==> src/rtl/retire_map_unit_pkg.sv <==
// Shared widths, ROB head packet and retire FSM encoding for the retire/map-table slice.
package retire_map_unit_pkg;

    localparam int N_LANES    = 3;
    localparam int PR_COUNT   = 64;
    localparam int ARCH_COUNT = 32;
    localparam int TW         = $clog2(PR_COUNT);
    localparam int AW         = $clog2(ARCH_COUNT);

    typedef logic [TW-1:0] phys_tag_t;
    typedef logic [AW-1:0] arch_tag_t;

    typedef struct packed {
        logic      valid;
        logic      done;
        logic      dest_valid;
        arch_tag_t arch_dest;
        phys_tag_t new_tag;
        phys_tag_t old_tag;
        logic      mispred;
        logic      halt;
    } rob_retire_packet_t;

    typedef enum logic [1:0] {
        ST_RUN     = 2'd0,
        ST_RECOVER = 2'd1,
        ST_HALTED  = 2'd2
    } retire_state_t;

endpackage

==> src/rtl/retire_map_unit_select.sv <==
// Retire-prefix selection: lane i retires only if every older lane retired and none of
// them stopped retirement by being a mispredicted branch or a halt.
module retire_select #(
    parameter int N  = 3,
    parameter int CW = $clog2(N+1)
) (
    input  logic          i_enable,
    input  logic [N-1:0]  i_valid,
    input  logic [N-1:0]  i_done,
    input  logic [N-1:0]  i_mispred,
    input  logic [N-1:0]  i_halt,
    output logic [N-1:0]  o_mask,
    output logic [CW-1:0] o_count,
    output logic          o_stop_mispred,
    output logic          o_stop_halt
);

    logic w_open;

    always_comb begin
        o_mask  = '0;
        o_count = '0;
        w_open  = i_enable;
        for (int i = 0; i < N; i++) begin
            if (w_open && i_valid[i] && i_done[i]) begin
                o_mask[i] = 1'b1;
                o_count   = o_count + CW'(1);
                // The stopping lane itself retires; everything younger waits.
                if (i_mispred[i] || i_halt[i]) begin
                    w_open = 1'b0;
                end
            end else begin
                w_open = 1'b0;
            end
        end
    end

    // A halt on the same lane as a mispredict takes precedence.
    assign o_stop_halt    = |(o_mask & i_halt);
    assign o_stop_mispred = |(o_mask & i_mispred & ~i_halt);

endmodule

==> src/rtl/retire_map_unit.sv <==
// Retire stage: commits ROB head mappings into the architectural map, returns old tags
// to the freelist, and raises the one-cycle recovery pulse on a retired mispredict.
module retire_map_unit
    import retire_map_unit_pkg::*;
#(
    parameter  int N  = N_LANES,
    localparam int CW = $clog2(N+1)
) (
    input  logic                           clock,
    input  logic                           reset_n,
    input  logic [N-1:0]                   rob_valid,
    input  logic [N-1:0]                   rob_done,
    input  logic [N-1:0]                   rob_dest_valid,
    input  logic [N-1:0][AW-1:0]           rob_arch_dest,
    input  logic [N-1:0][TW-1:0]           rob_new_tag,
    input  logic [N-1:0][TW-1:0]           rob_old_tag,
    input  logic [N-1:0]                   rob_mispred,
    input  logic [N-1:0]                   rob_halt,
    output logic [CW-1:0]                  retire_count,
    output logic [N-1:0]                   RetireEN,
    output logic [N-1:0][TW-1:0]           RetireReg,
    output logic                           BPRecoverEN,
    output logic [ARCH_COUNT-1:0][TW-1:0]  archi_maptable,
    output logic                           halted,
    output logic [63:0]                    retired_total,
    output retire_state_t                  dbg_state
);

    rob_retire_packet_t                w_pkt [N];
    logic [N-1:0]                      w_valid;
    logic [N-1:0]                      w_done;
    logic [N-1:0]                      w_mispred;
    logic [N-1:0]                      w_halt;
    logic [N-1:0]                      w_mask;
    logic [N-1:0]                      w_commit;
    logic [CW-1:0]                     w_count;
    logic                              w_stop_mispred;
    logic                              w_stop_halt;
    logic                              w_run;
    retire_state_t                     w_state_next;
    logic [ARCH_COUNT-1:0][TW-1:0]     w_map_next;

    retire_state_t                     r_state;
    logic [ARCH_COUNT-1:0][TW-1:0]     r_map;
    logic [N-1:0]                      r_retire_en;
    logic [N-1:0][TW-1:0]              r_retire_reg;
    logic                              r_bp_recover;
    logic                              r_halted;
    logic [63:0]                       r_total;

    always_comb begin
        for (int i = 0; i < N; i++) begin
            w_pkt[i].valid      = rob_valid[i];
            w_pkt[i].done       = rob_done[i];
            w_pkt[i].dest_valid = rob_dest_valid[i];
            w_pkt[i].arch_dest  = rob_arch_dest[i];
            w_pkt[i].new_tag    = rob_new_tag[i];
            w_pkt[i].old_tag    = rob_old_tag[i];
            w_pkt[i].mispred    = rob_mispred[i];
            w_pkt[i].halt       = rob_halt[i];
        end
    end

    always_comb begin
        for (int i = 0; i < N; i++) begin
            w_valid[i]   = w_pkt[i].valid;
            w_done[i]    = w_pkt[i].done;
            w_mispred[i] = w_pkt[i].mispred;
            w_halt[i]    = w_pkt[i].halt;
        end
    end

    assign w_run = (r_state == ST_RUN);

    retire_select #(
        .N  (N),
        .CW (CW)
    ) u_select (
        .i_enable       (w_run),
        .i_valid        (w_valid),
        .i_done         (w_done),
        .i_mispred      (w_mispred),
        .i_halt         (w_halt),
        .o_mask         (w_mask),
        .o_count        (w_count),
        .o_stop_mispred (w_stop_mispred),
        .o_stop_halt    (w_stop_halt)
    );

    // Register x0 is hardwired: it never enters the map and never frees a tag.
    always_comb begin
        for (int i = 0; i < N; i++) begin
            w_commit[i] = w_mask[i] && w_pkt[i].dest_valid && (w_pkt[i].arch_dest != '0);
        end
    end

    // Lanes are applied oldest first, so the youngest writer of an arch reg wins.
    always_comb begin
        w_map_next = r_map;
        for (int i = 0; i < N; i++) begin
            if (w_commit[i]) begin
                w_map_next[w_pkt[i].arch_dest] = w_pkt[i].new_tag;
            end
        end
    end

    always_comb begin
        w_state_next = r_state;
        case (r_state)
            ST_RUN: begin
                if (w_stop_halt) begin
                    w_state_next = ST_HALTED;
                end else if (w_stop_mispred) begin
                    w_state_next = ST_RECOVER;
                end
            end
            ST_RECOVER: w_state_next = ST_RUN;
            ST_HALTED:  w_state_next = ST_HALTED;
            default:    w_state_next = ST_RUN;
        endcase
    end

    always_ff @(posedge clock or negedge reset_n) begin
        if (!reset_n) begin
            r_state <= ST_RUN;
        end else begin
            r_state <= w_state_next;
        end
    end

    always_ff @(posedge clock or negedge reset_n) begin
        if (!reset_n) begin
            for (int r = 0; r < ARCH_COUNT; r++) begin
                r_map[r] <= TW'(r);
            end
            r_retire_en  <= '0;
            r_retire_reg <= '0;
            r_bp_recover <= 1'b0;
            r_halted     <= 1'b0;
            r_total      <= '0;
        end else begin
            r_map <= w_map_next;
            for (int i = 0; i < N; i++) begin
                r_retire_en[i]  <= w_commit[i];
                r_retire_reg[i] <= w_commit[i] ? w_pkt[i].old_tag : '0;
            end
            r_bp_recover <= w_stop_mispred;
            r_halted     <= r_halted | w_stop_halt;
            r_total      <= r_total + 64'(w_count);
        end
    end

    assign retire_count   = w_count;
    assign RetireEN       = r_retire_en;
    assign RetireReg      = r_retire_reg;
    assign BPRecoverEN    = r_bp_recover;
    assign archi_maptable = r_map;
    assign halted         = r_halted;
    assign retired_total  = r_total;
    assign dbg_state      = r_state;

endmodule

==> config.mk <==
export PLATFORM = sky130hd
export DESIGN_NAME = retire_map_unit
export DESIGN_NICKNAME = d
export VERILOG_FILES = /design/src/rtl/retire_map_unit_pkg.sv /design/src/rtl/retire_map_unit_select.sv /design/src/rtl/retire_map_unit.sv
export SDC_FILE = /design/constraint.sdc
export NUM_CORES = 1
export LEC_CHECK = 0
export CORE_ASPECT_RATIO = 0.6
export CORE_MARGIN = 4
export CORE_UTILIZATION = 43
export DETAILED_ROUTE_END_ITERATION = 10
export GPL_TIMING_DRIVEN = 0
export PLACE_DENSITY = 0.77
export SLEW_MARGIN = 20
export SYNTH_ARGS = -nofsm -noshare
export SYNTH_HDL_FRONTEND = slang
export SYNTH_SLANG_ARGS = --single-unit
==> constraint.sdc <==
create_clock -name clock -period 4.4 [get_ports clock]
set_input_delay 0.66 -clock clock [delete_from_list [all_inputs] [get_ports clock]]
set_output_delay 0.66 -clock clock [all_outputs]
set_load 0.02 [all_outputs]
# Word level (Yosys, flattened, before mapping)
# Cells that the tools add are included.
[word_totals]
register_bits = 281
in_bits = 68
out_inout_bits = 283
elab_cells = 107
[op_classes]
add_sub_neg = 3
order_cmp = 6
eq_ne = 2
muxes = 28
bitwise = 5
reduce_logical = 23
[ops]
columns = ["cell", "n"]
rows = [
  ["192-bit bitwise mux", 3],
  ["192-bit 2-to-1 mux", 3],
  ["6-bit demux with 5-bit select", 3],
  ["64-bit by 2-bit adder with 64-bit output", 1],
  ["6-bit 2-to-1 mux", 6],
  ["5-bit by 6-bit less-than comparator with 1-bit output (second input constant)", 3],
  ["5-bit by 1-bit greater-or-equal comparator with 1-bit output (second input constant)", 3],
  ["1-bit logical AND", 15],
  ["5-bit nonzero test", 3],
  ["3-bit bitwise AND", 3],
  ["1-bit 2-to-1 mux", 8],
  ["2-bit 2-to-1 mux", 4],
  ["3-bit OR reduction", 2],
  ["2-bit one-hot mux with 2 select lines", 1],
  ["3-bit != test (second input constant)", 1],
  ["3-bit NOT", 1],
  ["1-bit by 1-bit adder with 2-bit output (second input constant)", 1],
  ["2-bit by 1-bit adder with 2-bit output (second input constant)", 1],
  ["2-bit == test (second input constant)", 1],
  ["2-bit zero test", 1],
  ["1-bit logical OR", 2],
  ["1-bit bitwise OR", 1],
]

# Logic depth before layout (Yosys ltp)
# Gate-level depths: netlist of the first run.
[depth]
ltp_word = 16
mapped_depth = 14
depth_no_buf = 12

# By module
# A second synthesis of the first run with hierarchy kept.
[unflattened]
cells_unflattened = 1608
hier_area_um2 = 15459.8
[by_module_without_submodules]
columns = ["mod", "instances", "cells_each", "area_per_inst_um2", "seq_area_each_um2"]
rows = [
  ["retire_map_unit", 1, 1586, 15292.2, 7131.8],
  ["retire_select", 1, 22, 167.7, 0.0],
]

# Worst setup path after synthesis of the first run
# Ideal clock, no wire load.
[synth_timing]
path_kind = "in2reg"
start = "in rob_halt[0]"
end = "reg r_total[46], in the netlist retired_total[46]"
setup_time_ns = 0.080
arrival_ns = 4.005
required_time_ns = 4.320
setup_slack_ns = 0.315
stages = 14
n_path_buf = 3
path_cell_list = "nand4bb_1 -> clkbuf_1 -> buf_1 -> nor2_1 -> ha_1 -> xnor2_1 -> ha_1 -> fa_1 -> and4_1 -> nor3b_2 -> nand4_1 -> buf_2 -> nor3_1 -> xor2_1"
[synth_via]
elab_chain_len = 10
elab_cells_between_ends = 13
cone_classes = "2 x add/sub; 6 x mux; 5 x reduce/logical"
[synth_lines]
columns = ["item", "line", "text"]
rows = [
  ["from (decl)", "retire_map_unit.sv:18", "input logic [N-1:0] rob_halt,"],
  ["1-bit logical OR *", "retire_map_unit_select.sv:29", "if (i_mispred[i] || i_halt[i]) begin"],
  ["1-bit 2-to-1 mux *", "retire_map_unit_select.sv:29", ""],
  ["1-bit 2-to-1 mux *", "retire_map_unit_select.sv:25", "if (w_open && i_valid[i] && i_done[i]) begin"],
  ["parallel branches: the longest is 5 deep, another holds 2-bit by 1-bit adder with 2-bit output", "n/a", ""],
  ["2-bit 2-to-1 mux *", "retire_map_unit_select.sv:25", ""],
  ["via retire_count[0]", "retire_map_unit.sv:19", "output logic [CW-1:0] retire_count,"],
  ["64-bit by 2-bit adder with 64-bit output *", "retire_map_unit.sv:149", "r_total <= r_total + 64'(w_count);"],
  ["to (signal assigned)", "retire_map_unit.sv:149", ""],
  ["to (decl)", "retire_map_unit.sv:49", "logic [63:0] r_total;"],
]
# Mark *: on every way through the listed nets, which the timed path passes.
# A chain may end at the register's enable or synchronous reset.

# Worst setup path in the final report of the first run
[layout_timing]
start = "in rob_valid[0]"
end = "reg r_total[47], in the netlist retired_total[47]"
[layout_via]
elab_chain_len = 10
elab_cells_between_ends = 15
cone_classes = "3 x add/sub; 6 x mux; 6 x reduce/logical"
[layout_lines]
columns = ["item", "line", "text"]
rows = [
  ["from (decl)", "retire_map_unit.sv:11", "input logic [N-1:0] rob_valid,"],
  ["1-bit logical AND * (2 in series)", "retire_map_unit_select.sv:25", ""],
  ["parallel branches: the longest is 6 deep, another holds 1-bit by 1-bit adder with 2-bit output", "n/a", ""],
  ["2-bit 2-to-1 mux *", "retire_map_unit_select.sv:25", ""],
  ["64-bit by 2-bit adder with 64-bit output *", "retire_map_unit.sv:149", ""],
]
# Mark *: on every way between the ends.

==> results of run 1 <==
## cells in the mapped netlist, types with 32 or more instances
cell type | instances | area share [%]
o21ai_0 | 171 | 5.3
and2_1 | 39 | 1.5
nor2_1 | 78 | 1.8
xor2_1 | 32 | 1.7
nand3_1 | 55 | 1.7
nand2_1 | 258 | 6.0
a221o_1 | 39 | 2.4
nand4_1 | 43 | 1.7
dfstp_2 | 80 | 13
o22ai_1 | 131 | 5.1
a211oi_1 | 114 | 5.3
dfrtp_1 | 201 | 31
clkbuf_1 | 133 | 3.1
a21boi_0 | 114 | 5.3
## report_power, final
group | internal [mW] | leakage (nW) | switching, mW
registers | 2.71 | 3.58 | 0.0876
logic | 0.373 | 4.12 | 0.688
clock network | 1.70 | 0.537 | 1.20
## how the worst min path moves through the flow
stage,start,end,slack (ns),cells after the start
floorplan,reset_n,BPRecoverEN,0.36,0
global placement,archi_maptable[2],archi_maptable[2],0.44,1
detailed placement,archi_maptable[0],archi_maptable[0],0.45,1
CTS,archi_maptable[2],archi_maptable[2],0.47,1
global route,archi_maptable[1],archi_maptable[1],0.47,1
finish,archi_maptable[2],archi_maptable[2],0.46,1
## metal layers
metal | wire length (um) | part of all wire [%] | GRT usage [%] | vias to the layer above
met5 | 106 | 0.13 | 1.16 | -
met4 | 3660 | 4.4 | 14.3 | 8
met3 | 13600 | 16 | 17.7 | 247
met2 | 32900 | 39 | 53.4 | 1498
met1 | 33200 | 40 | 54.8 | 8741
li1 | - | - | - | 7477
## flip-flops by register name, indices dropped and copies added, names as in the netlist
register,flops
archi_maptable,192
RetireEN,3
BPRecoverEN,1
halted,1
dbg_state,2
RetireReg,18
retired_total,64
## placed cells by master (no fill, tap or decap), drive strengths merged, types with 6 or more instances in the layout
| cell | netlist | routed |
|---|---|---|
| a211oi | 114 | 114 |
| a21boi | 114 | 114 |
| a21o | 9 | 9 |
| a21oi | 26 | 26 |
| a221o | 39 | 39 |
| a22o | 13 | 13 |
| and2 | 41 | 41 |
| and3 | 11 | 11 |
| and3b | 8 | 8 |
| and4 | 7 | 7 |
| buf | 47 | 51 |
| bufinv | 0 | 6 |
| clkbuf | 140 | 181 |
| clkdlybuf4s50 | 0 | 348 |
| clkinv | 0 | 8 |
| dfrtp | 201 | 201 |
| dfstp | 80 | 80 |
| inv | 14 | 15 |
| nand2 | 258 | 258 |
| nand3 | 55 | 55 |
| nand3b | 6 | 6 |
| nand4 | 43 | 43 |
| nor2 | 82 | 82 |
| nor3 | 23 | 23 |
| nor3b | 6 | 6 |
| nor4 | 37 | 37 |
| o211ai | 13 | 13 |
| o21ai | 188 | 188 |
| o22ai | 131 | 131 |
| xnor2 | 31 | 31 |
| xor2 | 32 | 32 |
## cell families after synthesis
group	share of synthesized area (%)
and+or+nand+nor	19.7
buffers and inverters	5.17
adders and majority gates	0.436
DFF	44.4
AOI/OAI and AO/OA	26.9
xor gates and xnor gates	3.44
## worst max-delay path, stage by stage
cell             delay [ns]
clkdlybuf4s50_1        0.60
and4bb_2               0.36
inv_2                  0.14
buf_6                  0.20
nor2_4                 0.19
inv_1                  0.06
ha_1                   0.18
o21ai_1                0.32
ha_1                   0.22
a21o_1                 0.13
nor4b_4                0.56
nand4_1                0.51
nor4_1                 0.39
xor2_1                 0.19
## layout make-up
class	count	area, sq um
Multi-Input combinational cell	1332	8190
Buffer	185	777
Sequential cell	281	7130
Inverter	14	52.6
Tap cell	504	631
Clock inverter	17	267
Clock buffer	39	835
Timing Repair Buffer	357	3620
Fill cell	3206	15100
## through the flow
stage	util [%]	instance area, sq um	setup slack (ns)
after global routing	58.7	21500	0.0265
after CTS	58.5	21400	0.0515
after detailed placement	55.4	20300	-1.37
after global placement	55.1	20200	-9.65
after floorplan	-	16100	0.315
final	58.7	21500	0.205
## repair_timing
| action | CTS | global route |
|---|---|---|
| pin swaps | 1 | 0 |
| setup buffers | 2 | 2 |
| endpoints found under the setup margin | 40 | 30 |
| hold buffers | 1 | 0 |
| endpoints found under the hold margin | 12 | 0 |
| resized for setup | 4 | 5 |
==> impl_metrics.json, run 1 <==
{
  "syn_area_sq_um": 16100,
  "grt_pass1_vias": 16900,
  "p_per_area_nw_per_um2": 314,
  "worstPathRequired_ns": 4.92,
  "status": "completed",
  "path_class": "in -> reg",
  "hold_viol": 0,
  "async_flop_share_pct": 100,
  "io_buffers": 349,
  "core_sq_um": 36600,
  "grt_max_degree": 93,
  "vias_per_cell": 6.59,
  "gp_congestion": 1.01,
  "area_growth_pct": 33.9,
  "synth_cell_type_count": 57,
  "grt_pass1_wl_mm": 118,
  "antenna_found_initial": 2,
  "nets": 2274,
  "clock-sinks": 281,
  "syn_inst": 1814,
  "clockBufferDepth": 3,
  "rsz0062_at_grt": "false",
  "power.leakage_nw": 8.24,
  "finalSetupViolCount": 0,
  "ff2ff_setup_slack_ns": 0.26,
  "clock_latency_ns": 0.60,
  "wl_mm": 83.5,
  "hold_ws_ns": 0.462,
  "cts_tree": "yes",
  "r2r_cells": 13,
  "ys_ff_latch": 281,
  "clock_skew_ns": 0.0133,
  "antenna_cells": 0,
  "worst_pin_slew_ns": 1.38,
  "firstDrtPassIters": 8,
  "synth_fp_nets": 1887,
  "num_vias": 18000,
  "worstSetupEndpoint": "retired_total[47]",
  "grt_usage_pct": 39.3,
  "clk_pin_slew_worst_paths_ns": 0.07,
  "synthFlopType": "dfrtp_1",
  "total_power_mw": 6.75,
  "drv_slew": 0,
  "critPathMaxFanout": 10,
  "htree_levels": 1,
  "r2r_start": "dbg_state[0]",
  "drive_gt1_share_pct": 9.93,
  "cts_buffers": 30,
  "ant_nets": 0,
  "cp-startpoint": "rob_valid[0]",
  "overflow": 0,
  "peakVddDrop_mv": 0.330,
  "cap_violations": 0,
  "initial_core_util_pct": 43.9,
  "synth_area_per_cell_sq_um": 8.85,
  "dieArea_sq_um": 40600,
  "seq_area_frac_synth_pct": 44.4,
  "tns_ns": 0,
  "pin_count": 351,
  "period_share_pct": 95.3,
  "period_minus_slack_ns": 4.20,
  "die_w_um": 257,
  "slew_headroom_pct": 7.84,
  "avgRoutedWirePerCell_um": 30.6,
  "dpl.hpwl_mm": 60.8,
  "hold_path.class": "reg -> reg",
  "fmax_ghz": 0.238,
  "yosys_warnings": 0,
  "startpoint_type": "input port",
  "cp.arrival_ns": 4.72,
  "end_kind": "flip-flop",
  "die_h_um": 158,
  "num_rows": 54,
  "crit-reg2reg-capture": "retired_total[47]",
  "dp_cells": 2670,
  "layoutNonFillerInstCount": 2729,
  "post-route-drc-count": 0,
  "root_buffer": "clkbuf_16",
  "synth_edf_count": 0,
  "dr.first_iter.drc_count": 3223
}
No activity file was read; power rests on OpenSTA's default activity.
==> run 2, diff against run 1 <==
--- a/config.mk
+++ b/config.mk
@@ -11,7 +11,6 @@
 export DETAILED_ROUTE_END_ITERATION = 10
 export GPL_TIMING_DRIVEN = 0
 export PLACE_DENSITY = 0.77
-export SLEW_MARGIN = 20
 export SYNTH_ARGS = -nofsm -noshare
 export SYNTH_HDL_FRONTEND = slang
 export SYNTH_SLANG_ARGS = --single-unit
==> run 2 against run 1 <==
  * Cell area is 1.3% lower
  * Largest cell class unchanged
  * Clock power is 15% lower
  * Utilization is 0.79 points lower
  * Via count hardly changed
  * Critical path depth is 3 higher
  * Die area stayed put
  * Clock skew is 0.0059 ns higher
  * Routed wire length is 0.17% higher
==> impl_metrics.json, run 2 (synthesized netlist as in run 1, its figures left out) <==
{
  "status": "completed",
  "clk_pin_slew_worst_paths_ns": 0.07,
  "critPathMaxFanout": 10,
  "finalSetupViolCount": 0,
  "end_kind": "flip-flop",
  "grt_pass1_wl_mm": 118,
  "cts_buffers": 29,
  "die_w_um": 257,
  "ant_nets": 0,
  "ff2ff_setup_slack_ns": 0.27,
  "core_sq_um": 36600,
  "gp_congestion": 1.01,
  "r2r_start": "dbg_state[0]",
  "final_cell_mix": "clkdlybuf4s50_1, nand2_1, dfrtp_1, o21ai_0, clkbuf_1",
  "num_rows": 54,
  "grt_usage_pct": 39.2,
  "period_minus_slack_ns": 4.20,
  "vias_per_cell": 6.59,
  "drv_slew": 0,
  "hold_ws_ns": 0.0115,
  "wl_mm": 83.6,
  "avgRoutedWirePerCell_um": 30.7,
  "peakVddDrop_mv": 0.297,
  "clock_latency_ns": 0.58,
  "tns_ns": 0,
  "nets": 2271,
  "cts_hold_buf": 0,
  "clock_skew_ns": 0.0192,
  "hold_path.class": "in -> async",
  "cp.arrival_ns": 4.70,
  "root_buffer": "clkbuf_16",
  "grt_pass1_vias": 16900,
  "fin_util_pct": 57.9,
  "grt_max_degree": 114,
  "antenna_found_initial": 0,
  "path_class": "in -> reg",
  "p_per_area_nw_per_um2": 298,
  "htree_levels": 1,
  "overflow": 0,
  "worst_pin_slew_ns": 1.41,
  "area_growth_pct": 32.1,
  "power.leakage_nw": 8.11,
  "num_vias": 18000,
  "io_buffers": 349,
  "dpl.hpwl_mm": 60.8,
  "cts_tree": "yes",
  "placed_area_sq_um": 20200,
  "hold_viol": 0,
  "slew_headroom_pct": 6.16,
  "worstPathRequired_ns": 4.90,
  "dr.first_iter.drc_count": 2838,
  "dp_cells": 2669,
  "fmax_ghz": 0.238,
  "post-route-drc-count": 0,
  "r2r_cells": 16,
  "rsz0062_at_grt": "false",
  "period_share_pct": 95.4,
  "cap_violations": 0,
  "final_cell_area_sq_um": 21200,
  "largest_reg_flops": 192,
  "crit-reg2reg-capture": "retired_total[48]",
  "dieArea_sq_um": 40600,
  "initial_core_util_pct": 43.9,
  "firstDrtPassIters": 6,
  "clock-sinks": 281,
  "die_h_um": 158,
  "drive_gt1_share_pct": 8.96,
  "startpoint_type": "input port",
  "final_common_cell": "clkdlybuf4s50_1",
  "clockBufferDepth": 3,
  "layoutNonFillerInstCount": 2725,
  "pin_count": 351
}
run 2: repair_timing:
| action | in CTS | in global routing |
|---|---|---|
| endpoints found under the setup margin | 41 | 21 |
| buffers inserted | 2 | 2 |
| gates resized for setup | 5 | 3 |
| pin swaps | 1 | 1 |
run 2: worst max-delay path by stage:
stage                      from                 to  slack [ns]  depth (start not counted)
global route        rob_done[0]  retired_total[46]        0.01                         17
detailed placement  rob_halt[0]  retired_total[38]       -1.31                         15
global placement        reset_n   retired_total[4]       -9.65                          1
CTS                 rob_done[0]  retired_total[38]        0.10                         16
floorplan           rob_halt[0]  retired_total[46]        0.31                         14
finish              rob_done[0]  retired_total[48]        0.20                         17
run 2: area by class of cell:
cell class,instances,area [sq um]
fillers,3267,15400
multi-input cells,1332,8130
flip-flops and latches,281,7130
repair buffers,355,3600
clock buffers,42,835
plain buffers,185,773
well taps,504,631
clock inverters,11,62.6
inverters,14,52.6
diodes,1,2.50
run 2: where the power goes:
part	leakage (nW)	switching, mW	internal, mW	total, mW
clock	0.441	1.15	1.31	2.46
sequential	3.58	0.0894	2.71	2.80
combinational	4.09	0.684	0.369	1.05
total	8.11	1.92	4.39	6.31
run 2: layer usage:
metal | vias to the layer above | part of all wire (%) | track usage (%)
met5 | - | 0.14 | 1.97
li1 | 7453 | - | -
met2 | 1554 | 40 | 54.0
met3 | 222 | 16 | 17.0
met4 | 3 | 4.0 | 12.4
met1 | 8723 | 41 | 55.3
run 2: metrics by stage:
step	worst slack (ns)	power [mW]
2_1_floorplan	0.315	3.24
3_3_place_gp	-9.65	3.83
3_5_place_dp	-1.31	3.84
4_1_cts	0.103	6.26
5_1_grt	0.0126	6.45
6_report	0.204	6.31
run 2: critical path, stage by stage:
cell and delay [ns]:
clkdlybuf4s50_1 0.59, and4bb_2 0.35, inv_2 0.14, buf_6 0.19, nor2_4 0.19, ha_1 0.27
xnor2_1 0.22, ha_1 0.24, fa_1 0.25, and4_1 0.28, nor3b_4 0.25, buf_12 0.15
nand4_1 0.07, buf_4 0.20, buf_4 0.14, nor4_1 0.29, xor2_1 0.20
